==> src/rtl/dct_pkg.sv <==
// Shared definitions for the DCT row sequencer.
// Holds the default geometry (samples per row, sample width, result width),
// the sequencer state enumeration and the Q5.10 representation of 1.0.
package dct_pkg;

    localparam int N_DEF  = 8;
    localparam int DW_DEF = 15;
    localparam int OW_DEF = 18;

    // 1.0 in Q5.10 two's complement.
    localparam logic [14:0] Q5_10_ONE = 15'h0400;

    typedef enum logic [2:0] {
        FILL  = 3'd0,
        CLR   = 3'd1,
        ISSUE = 3'd2,
        WAIT  = 3'd3,
        OUT   = 3'd4
    } state_t;

endpackage

==> src/rtl/dct_row_sequencer_if.sv <==
// Bus bundle around the DCT row sequencer.
// Groups three links:
//   sample stream  : s_valid, s_ready, s_data            (source -> sequencer)
//   datapath drive : dp_clr, dp_en, dp_in, dp_o1..dp_o4  (sequencer <-> add_up)
//   result stream  : m_valid, m_ready, m_data0..m_data3  (sequencer -> sink)
// Modports:
//   master : the sequencer side
//   slave  : the environment (source, datapath and sink)
interface dct_row_sequencer_if
    import dct_pkg::*;
#(
    parameter int DW = DW_DEF,
    parameter int OW = OW_DEF
);

    logic          s_valid;
    logic          s_ready;
    logic [DW-1:0] s_data;

    logic          dp_clr;
    logic          dp_en;
    logic [DW-1:0] dp_in;
    logic [OW-1:0] dp_o1;
    logic [OW-1:0] dp_o2;
    logic [OW-1:0] dp_o3;
    logic [OW-1:0] dp_o4;

    logic          m_valid;
    logic          m_ready;
    logic [OW-1:0] m_data0;
    logic [OW-1:0] m_data1;
    logic [OW-1:0] m_data2;
    logic [OW-1:0] m_data3;

    modport master (
        input  s_valid, s_data,
        output s_ready,
        output dp_clr, dp_en, dp_in,
        input  dp_o1, dp_o2, dp_o3, dp_o4,
        output m_valid, m_data0, m_data1, m_data2, m_data3,
        input  m_ready
    );

    modport slave (
        output s_valid, s_data,
        input  s_ready,
        input  dp_clr, dp_en, dp_in,
        output dp_o1, dp_o2, dp_o3, dp_o4,
        input  m_valid, m_data0, m_data1, m_data2, m_data3,
        output m_ready
    );

endinterface

==> src/rtl/dct_row_buf.sv <==
// One-row sample buffer for the DCT row sequencer.
// N x DW register file, one synchronous write port and one asynchronous
// read port. Contents are deliberately not reset: a row is always fully
// rewritten before it is replayed.
// Ports:
//   clk   : rising-edge clock
//   we    : write enable
//   waddr : write index
//   wdata : write data
//   raddr : read index
//   rdata : read data (combinational from the storage registers)
module dct_row_buf
    import dct_pkg::*;
#(
    parameter int N  = N_DEF,
    parameter int DW = DW_DEF
)
(
    input  logic                 clk,
    input  logic                 we,
    input  logic [$clog2(N)-1:0] waddr,
    input  logic [DW-1:0]        wdata,
    input  logic [$clog2(N)-1:0] raddr,
    output logic [DW-1:0]        rdata
);

    logic [DW-1:0] mem_r [N];

    // Storage write port.
    always_ff @(posedge clk) begin
        if (we) begin
            mem_r[waddr] <= wdata;
        end
    end

    assign rdata = mem_r[raddr];

endmodule

==> src/rtl/dct_row_sequencer.sv <==
// Frame sequencer for the DCT add_up datapath.
// Collects one N-sample row from the sample stream, clears the datapath,
// replays the row one sample per clock, waits LAT cycles for the datapath
// results, captures them and offers them on the result stream.
// Ports:
//   clk    : rising-edge clock
//   rst    : asynchronous active-low reset
//   bus    : sample stream, datapath drive and result stream (master side)
//   busy   : high in every state except FILL
//   frames : completed result handshakes, modulo 256
// Every output is a flop; nothing combinational reaches an output from an input.
module dct_row_sequencer
    import dct_pkg::*;
#(
    parameter int N   = N_DEF,
    parameter int DW  = DW_DEF,
    parameter int OW  = OW_DEF,
    parameter int LAT = 2
)
(
    input  logic                clk,
    input  logic                rst,
    dct_row_sequencer_if.master bus,
    output logic                busy,
    output logic [7:0]          frames
);

    localparam int AW = $clog2(N);
    localparam int LW = (LAT > 1) ? $clog2(LAT) : 1;

    state_t          state_r;
    logic [AW-1:0]   wcnt_r;
    logic [AW-1:0]   rcnt_r;
    logic [LW-1:0]   lcnt_r;
    logic            s_ready_r;
    logic            dp_clr_r;
    logic            dp_en_r;
    logic [DW-1:0]   dp_in_r;
    logic            m_valid_r;
    logic [OW-1:0]   m_data0_r;
    logic [OW-1:0]   m_data1_r;
    logic [OW-1:0]   m_data2_r;
    logic [OW-1:0]   m_data3_r;
    logic            busy_r;
    logic [7:0]      frames_r;

    logic            we_s;
    logic [AW-1:0]   raddr_s;
    logic [DW-1:0]   rdata_s;

    // A sample is written only while FILL is offering s_ready.
    assign we_s = (state_r == FILL) & s_ready_r & bus.s_valid;

    // Read address runs one ahead of rcnt so dp_in_r can be loaded with the
    // next sample at the same edge rcnt advances; CLR preloads sample 0.
    always_comb begin
        if (state_r == ISSUE) begin
            raddr_s = rcnt_r + AW'(1);
        end else begin
            raddr_s = '0;
        end
    end

    dct_row_buf #(
        .N  (N),
        .DW (DW)
    ) u_buf (
        .clk   (clk),
        .we    (we_s),
        .waddr (wcnt_r),
        .wdata (bus.s_data),
        .raddr (raddr_s),
        .rdata (rdata_s)
    );

    // Sequencer FSM, counters and all registered outputs.
    always_ff @(posedge clk or negedge rst) begin
        if (!rst) begin
            state_r   <= FILL;
            wcnt_r    <= '0;
            rcnt_r    <= '0;
            lcnt_r    <= '0;
            s_ready_r <= 1'b0;
            dp_clr_r  <= 1'b0;
            dp_en_r   <= 1'b0;
            dp_in_r   <= '0;
            m_valid_r <= 1'b0;
            m_data0_r <= '0;
            m_data1_r <= '0;
            m_data2_r <= '0;
            m_data3_r <= '0;
            busy_r    <= 1'b0;
            frames_r  <= 8'd0;
        end else begin
            case (state_r)
                FILL: begin
                    s_ready_r <= 1'b1;
                    busy_r    <= 1'b0;
                    dp_clr_r  <= 1'b0;
                    dp_en_r   <= 1'b0;
                    dp_in_r   <= '0;
                    if (we_s) begin
                        if (wcnt_r == AW'(N - 1)) begin
                            // Row complete: drop s_ready and pulse the clear.
                            wcnt_r    <= '0;
                            s_ready_r <= 1'b0;
                            dp_clr_r  <= 1'b1;
                            busy_r    <= 1'b1;
                            state_r   <= CLR;
                        end else begin
                            wcnt_r <= wcnt_r + AW'(1);
                        end
                    end
                end
                CLR: begin
                    dp_clr_r <= 1'b0;
                    dp_en_r  <= 1'b1;
                    dp_in_r  <= rdata_s;
                    rcnt_r   <= '0;
                    state_r  <= ISSUE;
                end
                ISSUE: begin
                    if (rcnt_r == AW'(N - 1)) begin
                        dp_en_r <= 1'b0;
                        dp_in_r <= '0;
                        rcnt_r  <= '0;
                        lcnt_r  <= '0;
                        state_r <= WAIT;
                    end else begin
                        rcnt_r  <= rcnt_r + AW'(1);
                        dp_in_r <= rdata_s;
                    end
                end
                WAIT: begin
                    if (lcnt_r == LW'(LAT - 1)) begin
                        // Datapath results are settled on this cycle.
                        m_data0_r <= bus.dp_o1;
                        m_data1_r <= bus.dp_o2;
                        m_data2_r <= bus.dp_o3;
                        m_data3_r <= bus.dp_o4;
                        m_valid_r <= 1'b1;
                        lcnt_r    <= '0;
                        state_r   <= OUT;
                    end else begin
                        lcnt_r <= lcnt_r + LW'(1);
                    end
                end
                OUT: begin
                    if (bus.m_ready) begin
                        m_valid_r <= 1'b0;
                        frames_r  <= frames_r + 8'd1;
                        s_ready_r <= 1'b1;
                        busy_r    <= 1'b0;
                        state_r   <= FILL;
                    end
                end
                default: begin
                    // Unreachable encoding: park safely in FILL.
                    state_r   <= FILL;
                    wcnt_r    <= '0;
                    rcnt_r    <= '0;
                    lcnt_r    <= '0;
                    s_ready_r <= 1'b0;
                    dp_clr_r  <= 1'b0;
                    dp_en_r   <= 1'b0;
                    dp_in_r   <= '0;
                    m_valid_r <= 1'b0;
                    busy_r    <= 1'b0;
                end
            endcase
        end
    end

    assign bus.s_ready = s_ready_r;
    assign bus.dp_clr  = dp_clr_r;
    assign bus.dp_en   = dp_en_r;
    assign bus.dp_in   = dp_in_r;
    assign bus.m_valid = m_valid_r;
    assign bus.m_data0 = m_data0_r;
    assign bus.m_data1 = m_data1_r;
    assign bus.m_data2 = m_data2_r;
    assign bus.m_data3 = m_data3_r;
    assign busy        = busy_r;
    assign frames      = frames_r;

endmodule

==> src/flat_wrapper.sv <==
// flat-port wrapper written by rule: the top's interface ports become plain ports
module dct_row_sequencer_flat import dct_pkg::*;
#(
    parameter int N   = N_DEF,
    parameter int DW  = DW_DEF,
    parameter int OW  = OW_DEF,
    parameter int LAT = 2
)
  (clk, rst, busy, frames, bus_s_valid, bus_s_data, bus_s_ready, bus_dp_clr, bus_dp_en, bus_dp_in, bus_dp_o1, bus_dp_o2, bus_dp_o3, bus_dp_o4, bus_m_valid, bus_m_data0, bus_m_data1, bus_m_data2, bus_m_data3, bus_m_ready);
  dct_row_sequencer_if #(.DW(DW), .OW(OW)) bus_i ();
  input  logic clk;
  input  logic rst;
  output logic busy;
  output logic [7:0] frames;
  input wire logic [$bits(bus_i.s_valid)-1:0] bus_s_valid;
  input wire logic [$bits(bus_i.s_data)-1:0] bus_s_data;
  output wire logic [$bits(bus_i.s_ready)-1:0] bus_s_ready;
  output wire logic [$bits(bus_i.dp_clr)-1:0] bus_dp_clr;
  output wire logic [$bits(bus_i.dp_en)-1:0] bus_dp_en;
  output wire logic [$bits(bus_i.dp_in)-1:0] bus_dp_in;
  input wire logic [$bits(bus_i.dp_o1)-1:0] bus_dp_o1;
  input wire logic [$bits(bus_i.dp_o2)-1:0] bus_dp_o2;
  input wire logic [$bits(bus_i.dp_o3)-1:0] bus_dp_o3;
  input wire logic [$bits(bus_i.dp_o4)-1:0] bus_dp_o4;
  output wire logic [$bits(bus_i.m_valid)-1:0] bus_m_valid;
  output wire logic [$bits(bus_i.m_data0)-1:0] bus_m_data0;
  output wire logic [$bits(bus_i.m_data1)-1:0] bus_m_data1;
  output wire logic [$bits(bus_i.m_data2)-1:0] bus_m_data2;
  output wire logic [$bits(bus_i.m_data3)-1:0] bus_m_data3;
  input wire logic [$bits(bus_i.m_ready)-1:0] bus_m_ready;
  assign bus_i.s_valid = bus_s_valid;
  assign bus_i.s_data = bus_s_data;
  assign bus_s_ready = bus_i.s_ready;
  assign bus_dp_clr = bus_i.dp_clr;
  assign bus_dp_en = bus_i.dp_en;
  assign bus_dp_in = bus_i.dp_in;
  assign bus_i.dp_o1 = bus_dp_o1;
  assign bus_i.dp_o2 = bus_dp_o2;
  assign bus_i.dp_o3 = bus_dp_o3;
  assign bus_i.dp_o4 = bus_dp_o4;
  assign bus_m_valid = bus_i.m_valid;
  assign bus_m_data0 = bus_i.m_data0;
  assign bus_m_data1 = bus_i.m_data1;
  assign bus_m_data2 = bus_i.m_data2;
  assign bus_m_data3 = bus_i.m_data3;
  assign bus_i.m_ready = bus_m_ready;
  dct_row_sequencer #(.N(N), .DW(DW), .OW(OW), .LAT(LAT)) u_core (.clk(clk), .rst(rst), .bus(bus_i), .busy(busy), .frames(frames));
endmodule
==> config.mk <==
export PLATFORM = sky130hd
export DESIGN_NAME = dct_row_sequencer_flat
export DESIGN_NICKNAME = d
export VERILOG_FILES = /design/src/rtl/dct_pkg.sv /design/src/rtl/dct_row_sequencer_if.sv /design/src/rtl/dct_row_buf.sv /design/src/rtl/dct_row_sequencer.sv /design/src/flat_wrapper.sv
export SDC_FILE = /design/constraint.sdc
export NUM_CORES = 1
export LEC_CHECK = 0
export BUFFER_PORTS_ARGS = -buffer_cell sky130_fd_sc_hd__buf_4
export CAP_MARGIN = 20
export CORE_MARGIN = 3
export CORE_UTILIZATION = 49
export CTS_CLUSTER_SIZE = 28
export DETAILED_ROUTE_END_ITERATION = 16
export HOLD_SLACK_MARGIN = 0.02
export PLACE_DENSITY = 0.75
export SLEW_MARGIN = 20
export SYNTH_ARGS = -nofsm -noshare
export SYNTH_HDL_FRONTEND = slang
export SYNTH_SLANG_ARGS = --single-unit
==> constraint.sdc <==
create_clock -name clk -period 3 [get_ports clk]
set_input_delay 0 -clock clk [delete_from_list [all_inputs] [get_ports clk]]
set_output_delay 0 -clock clk [all_outputs]
set_load 0.05 [all_outputs]
**Yosys cells after proc, flatten, opt, wreduce, memory -nomap -nowiden**

Memory sizes are Yosys's and may differ from the RTL's.
Index checks and enable logic that the tools add are counted.

- Word-level logic and storage cells: 85
- Memories kept: 1
- Bits in registers: 110
- Output and inout bits: 100
- Bits in writable memories: 120

- Muxes and demuxes: 31
- Add/sub/neg operators: 4
- Equality and inequality tests: 11
- Bitwise gates (word level): 7
- Reduce and logical (&&, ||, !) cells: 16

Memory list:

| memory | words | width | read ports | clocked after memory_dff | wr ports | line | source |
|---|---|---|---|---|---|---|---|
| u_core.u_buf.mem_r | 8 | 15 | 1 | 0 | 1 | dct_row_buf.sv:27 | `logic [DW-1:0] mem_r [N];` |

Operators by type and width:

| cell | number |
|---|---|
| $pmux W15 S3 | 1 |
| $mux W3 | 9 |
| $mux W15 | 1 |
| $pmux W1 S3 | 5 |
| $pmux W3 S5 | 1 |
| $reduce_or A3 Y1 | 5 |
| $pmux W3 S2 | 2 |
| $reduce_and A2 Y1 | 6 |
| $mux W1 | 11 |
| $eq A3 B3 Y1 const B | 3 |
| $add A8 B1 Y8 const B | 1 |
| $ne A2 B2 Y1 const B | 4 |
| $add A3 B1 Y3 const B | 2 |
| $eq A3 B2 Y1 const B | 2 |
| $not A1 Y1 | 5 |
| $reduce_and A5 Y1 | 1 |
| $reduce_or A4 Y1 | 1 |
| $eq A3 B1 Y1 const B | 1 |
| $logic_not A3 Y1 | 1 |
| $reduce_and A3 Y1 | 1 |
| $and A1 B1 Y1 | 2 |
| $ne A2 B1 Y1 const B | 1 |
| $pmux W1 S2 | 1 |
| $reduce_or A2 Y1 | 1 |
| $add A1 B1 Y1 const B | 1 |

**Logic depth before layout (Yosys ltp)**

- Depth in word-level cells: 5
- Depth in mapped cells: 8
- Mapped depth without buffers: 6

**Modules after synthesis**

Synthesis repeated with hierarchy kept, for this count alone.

- Cells, all modules: 495
- Area total of the unflattened synthesis: 9381.5 um^2

Modules (own cells, without submodules):

| module | area each (um^2) | sequential area each (um^2) | times used | cells each |
|---|---|---|---|---|
| dct_row_sequencer | 4708.3 | 2752.6 | 1 | 309 |
| dct_row_buf | 4673.2 | 3603.5 | 1 | 186 |

**Least setup slack after synthesis**

OpenSTA, ideal clock, no wires.

- Path type: register to register
- Start point: register u_core.state_r[0]
- End point: memory u_core.u_buf.mem_r[1][0] (netlist name), enable pin
- Data required time: 2594 ps
- Setup time: 406 ps
- Data arrival time: 2438 ps
- Cell stages (with the launch flop): 7
- Path slack: 156 ps
- Period minus slack after synthesis: 2844 ps
- Path through: dfrtp_1 clkbuf_1 or2_2 clkbuf_1 nor2_1 nand3b_1 nor3_1

- Cells in the longest elaborated chain, start to end: 5

RTL lines:

| what | line | source |
|---|---|---|
| start, declared | dct_row_sequencer.sv:31 | `state_t state_r;` |
| start signal, assigned | dct_row_sequencer.sv:79 | `state_r <= FILL;` |
| start signal, assigned | dct_row_sequencer.sv:109 | `state_r <= CLR;` |
| start signal, assigned | dct_row_sequencer.sv:120 | `state_r <= ISSUE;` |
| $logic_not A3 Y1 | dct_row_sequencer.sv:52 | `assign we_s = (state_r == FILL) & s_ready_r & bus.s_valid;` |
| $and A1 B1 Y1 (2 in series) | dct_row_sequencer.sv:52 |  |
| $mux W1 | dct_row_buf.sv:31 | `if (we) begin` |
| $mux W1 (not written as such) | dct_row_buf.sv:32 | `mem_r[waddr] <= wdata;` |
| end, declared | dct_row_buf.sv:27 |  |

Every way passes these cells.

**Worst setup path after layout**

- Start point: register u_core.rcnt_r[0]
- End point: register u_core.dp_in_r[8], in the netlist u_core.bus.dp_in[8]

- Cells in the longest elaborated chain, start to end: 5
- Elaborated cells on any way between the ends: 6
- Those cells by class: add/sub: 1; eq/ne: 1; mux: 3; memory: 1

RTL lines:

| what | line | source |
|---|---|---|
| start, declared | dct_row_sequencer.sv:33 | `logic [AW-1:0] rcnt_r;` |
| start signal, assigned | dct_row_sequencer.sv:130 | `rcnt_r <= rcnt_r + AW'(1);` |
| $add A3 B1 Y3 | dct_row_sequencer.sv:58 | `raddr_s = rcnt_r + AW'(1);` |
| $mux W3 | dct_row_sequencer.sv:57 | `if (state_r == ISSUE) begin` |
| $mem_v2 Z8 W15 | n/a |  |
| $mux W15 | dct_row_sequencer.sv:123 | `if (rcnt_r == AW'(N - 1)) begin` |
| $pmux W15 S3 (*) | dct_row_sequencer.sv:95 | `case (state_r)` |
| end signal, assigned | dct_row_sequencer.sv:118 | `dp_in_r <= rdata_s;` |
| end signal, assigned | dct_row_sequencer.sv:131 | `dp_in_r <= rdata_s;` |
| end, declared | dct_row_sequencer.sv:38 | `logic [DW-1:0] dp_in_r;` |

Every way passes the cells marked *; elsewhere a longest branch is shown, timed or not.
A chain may end at the register's enable or synchronous reset.

==> Flow_metrics.wiki <==
{| class="wikitable"
! Metric !! Value
|-
| Number of endpoints with negative hold slack in the final report || 0
|-
| Highest clock frequency the design can meet || 411.2 MHz
|-
| Number of instances in the synthesized netlist || 608
|-
| Data arrival time of the critical path || 2.80 ns
|-
| Overall global routing resource usage || 0.2216
|-
| Total of flip-flops plus latches after synthesis || 230
|-
| Layout area overhead || 37.23%
|-
| Combinational Power Share || 0.459
|-
| Number of clock buffers inserted by TritonCTS || 24
|-
| H-Tree Level Count || 1
|-
| Number of DRC violations after detailed routing || 0
|-
| Total placed instance area || 10,940 um^2
|-
| Sinks on Clock Net || 230
|-
| Data required time at the worst endpoint || 3.37 ns
|-
| Net count reported at finish || 992
|-
| Register clock-pin slew on the reported worst setup and hold paths || 0.06 ns
|-
| Type of origin of the critical path || register
|-
| Clock tree from TritonCTS || yes
|-
| Final non-filler cell area || 12,650 um^2
|-
| Share of the yosys chip area belonging to registers || 0.6895
|-
| Min Tclk post-route || 2.432 ns
|-
| Path category of the worst min-delay check || primary input to register
|-
| Die Y-Extent || 143.2 um
|-
| NetSw || between 0.005 and 0.006 W
|-
| DP Worst Slack || 0.6409 ns
|-
| Internal power summed over all cells || between 0.008 and 0.009 W
|-
| Via-per-instance ratio || 5.486
|-
| Number of placement rows || 49
|-
| Wire length of the first global-routing pass || 35.64 mm
|-
| Leading post-synthesis cells by instance count || sky130_fd_sc_hd__edfxtp_1, sky130_fd_sc_hd__dfrtp_1, sky130_fd_sc_hd__mux2_2, sky130_fd_sc_hd__mux2i_1, sky130_fd_sc_hd__nor2_1
|-
| Sequential power share || 0.330
|-
| Static Leak || 5.234 nW
|-
| Worst Tran Pin Value || 0.9216 ns
|-
| Starting utilization of the core area || 0.5063
|-
| Fraction of final layout cells with drive strength greater than 1 || 0.3735
|-
| Worst Reg2Reg Path Length in Cells || 6
|-
| Number of cells on the worst hold path || 5
|-
| Vias in the first global route || 6,755
|-
| Antenna violations before repair || 0
|-
| Die span in x || between 100 and 150 um
|-
| Count of antenna-violating nets left after detailed routing || 0
|-
| Summed negative setup slack over all endpoints || 0 ns
|-
| Synthesized Nets || roughly 700
|-
| Number of warnings printed during yosys synthesis || 0
|-
| Slack of the critical path || 0.5680 ns
|-
| Detailed Route WL || 23.31 mm
|-
| Avg WL per Cell || 20.41 um
|-
| Buffers inserted by post-CTS timing repair || 0
|-
| Routability Congestion || 0.8282
|-
| Synth cell types || 50
|-
| Worst flop-to-flop path startpoint || u_core.rcnt_r[0]
|-
| Max-slew headroom at the worst pin || 0.3856
|-
| Post-layout utilization of the core || 0.6948
|-
| HPWL after DPL || 13.57 mm
|-
| Fraction of power consumed by the clock network || 0.211
|-
| Status || finished, final reports clean
|-
| Number of endpoints failing setup at the final stage || 0
|-
| Area leader, netlist || sky130_fd_sc_hd__edfxtp_1
|-
| Worst vdd rail ir drop || slightly above 0.7 mV
|-
| Cell types with the largest area share after synthesis || sky130_fd_sc_hd__edfxtp_1, sky130_fd_sc_hd__dfrtp_1, sky130_fd_sc_hd__mux2_2
|-
| Sum of buffers and inverters on the critical path || 1
|-
| Clock latency on the worst-skew pair || 0.50 ns
|-
| N_diodes || 0
|-
| CP Cell Sequence || ha_1 > nor4bb_2 > buf_4 > a2bb2oi_1 > o211ai_1 > o211ai_2
|-
| Maximum number of pins on one net before global-route repair || 74
|-
| RSZ-0062 raised after global routing || false
|-
| Total global routing overflow || 0
|-
| Area of the mapped netlist || 9219 um^2
|-
| Die area || 20,500 um^2
|-
| Number of enable-type register cells in the synthesized netlist || 120
|-
| Post-CTS Hold Fix Bufs || 89
|-
| Maximum count of clock buffers along a single path || 3
|-
| Pwr dens || about 1100 nW/um^2
|-
| Dominant register cell in the synthesized netlist || sky130_fd_sc_hd__edfxtp_1
|-
| End of the worst register-to-register path || u_core.bus.dp_in[8]
|-
| Number of pins with negative max-slew slack in the final report || 0
|-
| Crit Path Max Fanout || 22
|-
| Period utilization || 0.8107
|-
| Async SR Flop Fraction || 0.4783
|-
| Worst setup EP type || register
|-
| Most frequent cell after synthesis || sky130_fd_sc_hd__edfxtp_1
|-
| Family of cells with the greatest summed delay on the critical path || adder cells
|-
| Flop-to-flop setup slack || 0.57 ns
|-
| Cell at the root of the clock tree || sky130_fd_sc_hd__clkbuf_16
|-
| Largest incremental delay on the critical path || a little under 0.8 ns
|-
| End point of the most critical hold path || u_core.wcnt_r[0]
|-
| Hold path startpoint || bus_s_valid
|-
| Detailed-router iteration count before antenna repair || 5
|-
| Area of the core || 18,210 um^2
|-
| Cell with the biggest individual delay on the critical path || sky130_fd_sc_hd__ha_1
|-
| Switching share of total power || 0.4162
|-
| Number of max-capacitance violations reported || 0
|-
| Worst Skew || 0.01425 ns
|-
| Count of port buffers added during placement || 190
|-
| Boundary pin count || around 190
|-
| Gates resized, CTS repair || 0
|-
| Setup CP Type || register to register
|-
| Share of the synthesized area in the top cell type || 0.3909
|-
| Starting DRC count in detailed routing || 352
|-
| Average instance area after synthesis || 15.16 um^2
|-
| Vias || about 6,300
|}
[power groups by stage]
stage	registers [W]	clock network, W	logic (W)
global route	0.00476	0.00316	0.00683
finish	0.00467	0.00298	0.00648
detailed placement	0.00469	0	0.00633
global placement	0.00464	0	0.00615
floorplan	0.00668	0	0.00238
CTS	0.00464	0.00302	0.00647
[logic make-up (layout without fill, tap and decap cells)]
kind of cell | after synthesis | in the layout | share of synthesized area
flip-flops | 230 | 230 | 0.6895
AO/OA/AOI/OAI | 117 | 117 | 0.09446
AND/OR/NAND/NOR | 104 | 104 | 0.05782
multiplexers | 103 | 103 | 0.1232
buffers and inverters | 42 | 347 | 0.02158
XOR/XNOR | 7 | 7 | 0.006651
adder cells (fa/ha/maj) | 5 | 5 | 0.006786
[how the worst max path moves through the flow]
| stage | startpoint | endpoint | slack (ns) | cells after the start |
|---|---|---|---|---|
| 2_1_floorplan | u_core.state_r[0] | u_core.u_buf.mem_r[1][0] | 0.16 | 6 |
| 3_3_place_gp | u_core.rcnt_r[0] | u_core.bus.dp_in[13] | 0.73 | 4 |
| 3_5_place_dp | u_core.rcnt_r[0] | u_core.bus.dp_in[12] | 0.64 | 4 |
| 4_1_cts | u_core.rcnt_r[1] | u_core.bus.dp_in[8] | 0.55 | 6 |
| 5_1_grt | u_core.rcnt_r[1] | u_core.bus.dp_in[14] | 0.34 | 6 |
| 6_report | u_core.rcnt_r[0] | u_core.bus.dp_in[8] | 0.57 | 6 |
[cell type report]
cell class	instances	area (um^2)
Sequential cell	230	6357
Fill cell	1162	5558
Multi-Input combinational cell	336	2683
Timing Repair Buffer	298	2485
Clock buffer	35	723.2
Tap cell	229	286.5
Clock inverter	8	93.84
Inverter	6	22.52
[cell usage in the layout (no fill, tap or decap), types with 15 or more instances in the layout]
cell	Yosys	routed
sky130_fd_sc_hd__nand2_1	27	26
sky130_fd_sc_hd__mux2_2	74	74
sky130_fd_sc_hd__a21oi_1	22	22
sky130_fd_sc_hd__o211ai_1	19	19
sky130_fd_sc_hd__nor2b_1	15	15
sky130_fd_sc_hd__mux2i_1	28	28
sky130_fd_sc_hd__edfxtp_1	120	120
sky130_fd_sc_hd__clkbuf_16	0	25
sky130_fd_sc_hd__buf_4	1	207
sky130_fd_sc_hd__dlygate4sd3_1	0	89
sky130_fd_sc_hd__dfrtp_1	110	109
sky130_fd_sc_hd__nor2_1	28	28
[per-layer routing]
layer / up-vias / part of all wire / track usage
met4: 0 / 0.031 / 0.08504
met3: 62 / 0.045 / 0.03215
met5: - / 0 / 0
met2: 210 / 0.56 / 0.4105
li1: 2862 / - / -
met1: 3131 / 0.36 / 0.2590
[state kept, by name, summed over array words and instances (netlist names), 3 cells and up]
register / count
u_core.u_buf.mem_r: 120
u_core.rcnt_r: 3
u_core.state_r: 3
u_core.bus.dp_in: 15
u_core.bus.m_data0: 18
u_core.wcnt_r: 3
u_core.bus.m_data3: 18
u_core.bus.m_data2: 18
u_core.frames: 8
u_core.bus.m_data1: 18
[worst min-delay path, cell delays in order]
cell                        delay, ns
sky130_fd_sc_hd__buf_4           0.11
sky130_fd_sc_hd__nand2_1         0.17
sky130_fd_sc_hd__nor4_1          0.08
sky130_fd_sc_hd__a21oi_1         0.10
sky130_fd_sc_hd__o2bb2ai_1       0.07
[stage by stage]
| step | power (W) | instances | hold WS (ns) |
|---|---|---|---|
| after floorplan | 0.009061 | 608 | -0.2956 |
| after global placement | 0.01079 | 1010 | 0.1728 |
| after detailed placement | 0.01102 | 1010 | 0.1774 |
| after CTS | 0.01414 | 1142 | 0.06047 |
| after global routing | 0.01475 | 1142 | 0.1167 |
| final | 0.01413 | 1142 | 0.08490 |
Note: power is estimated with default switching activity, not from simulation.
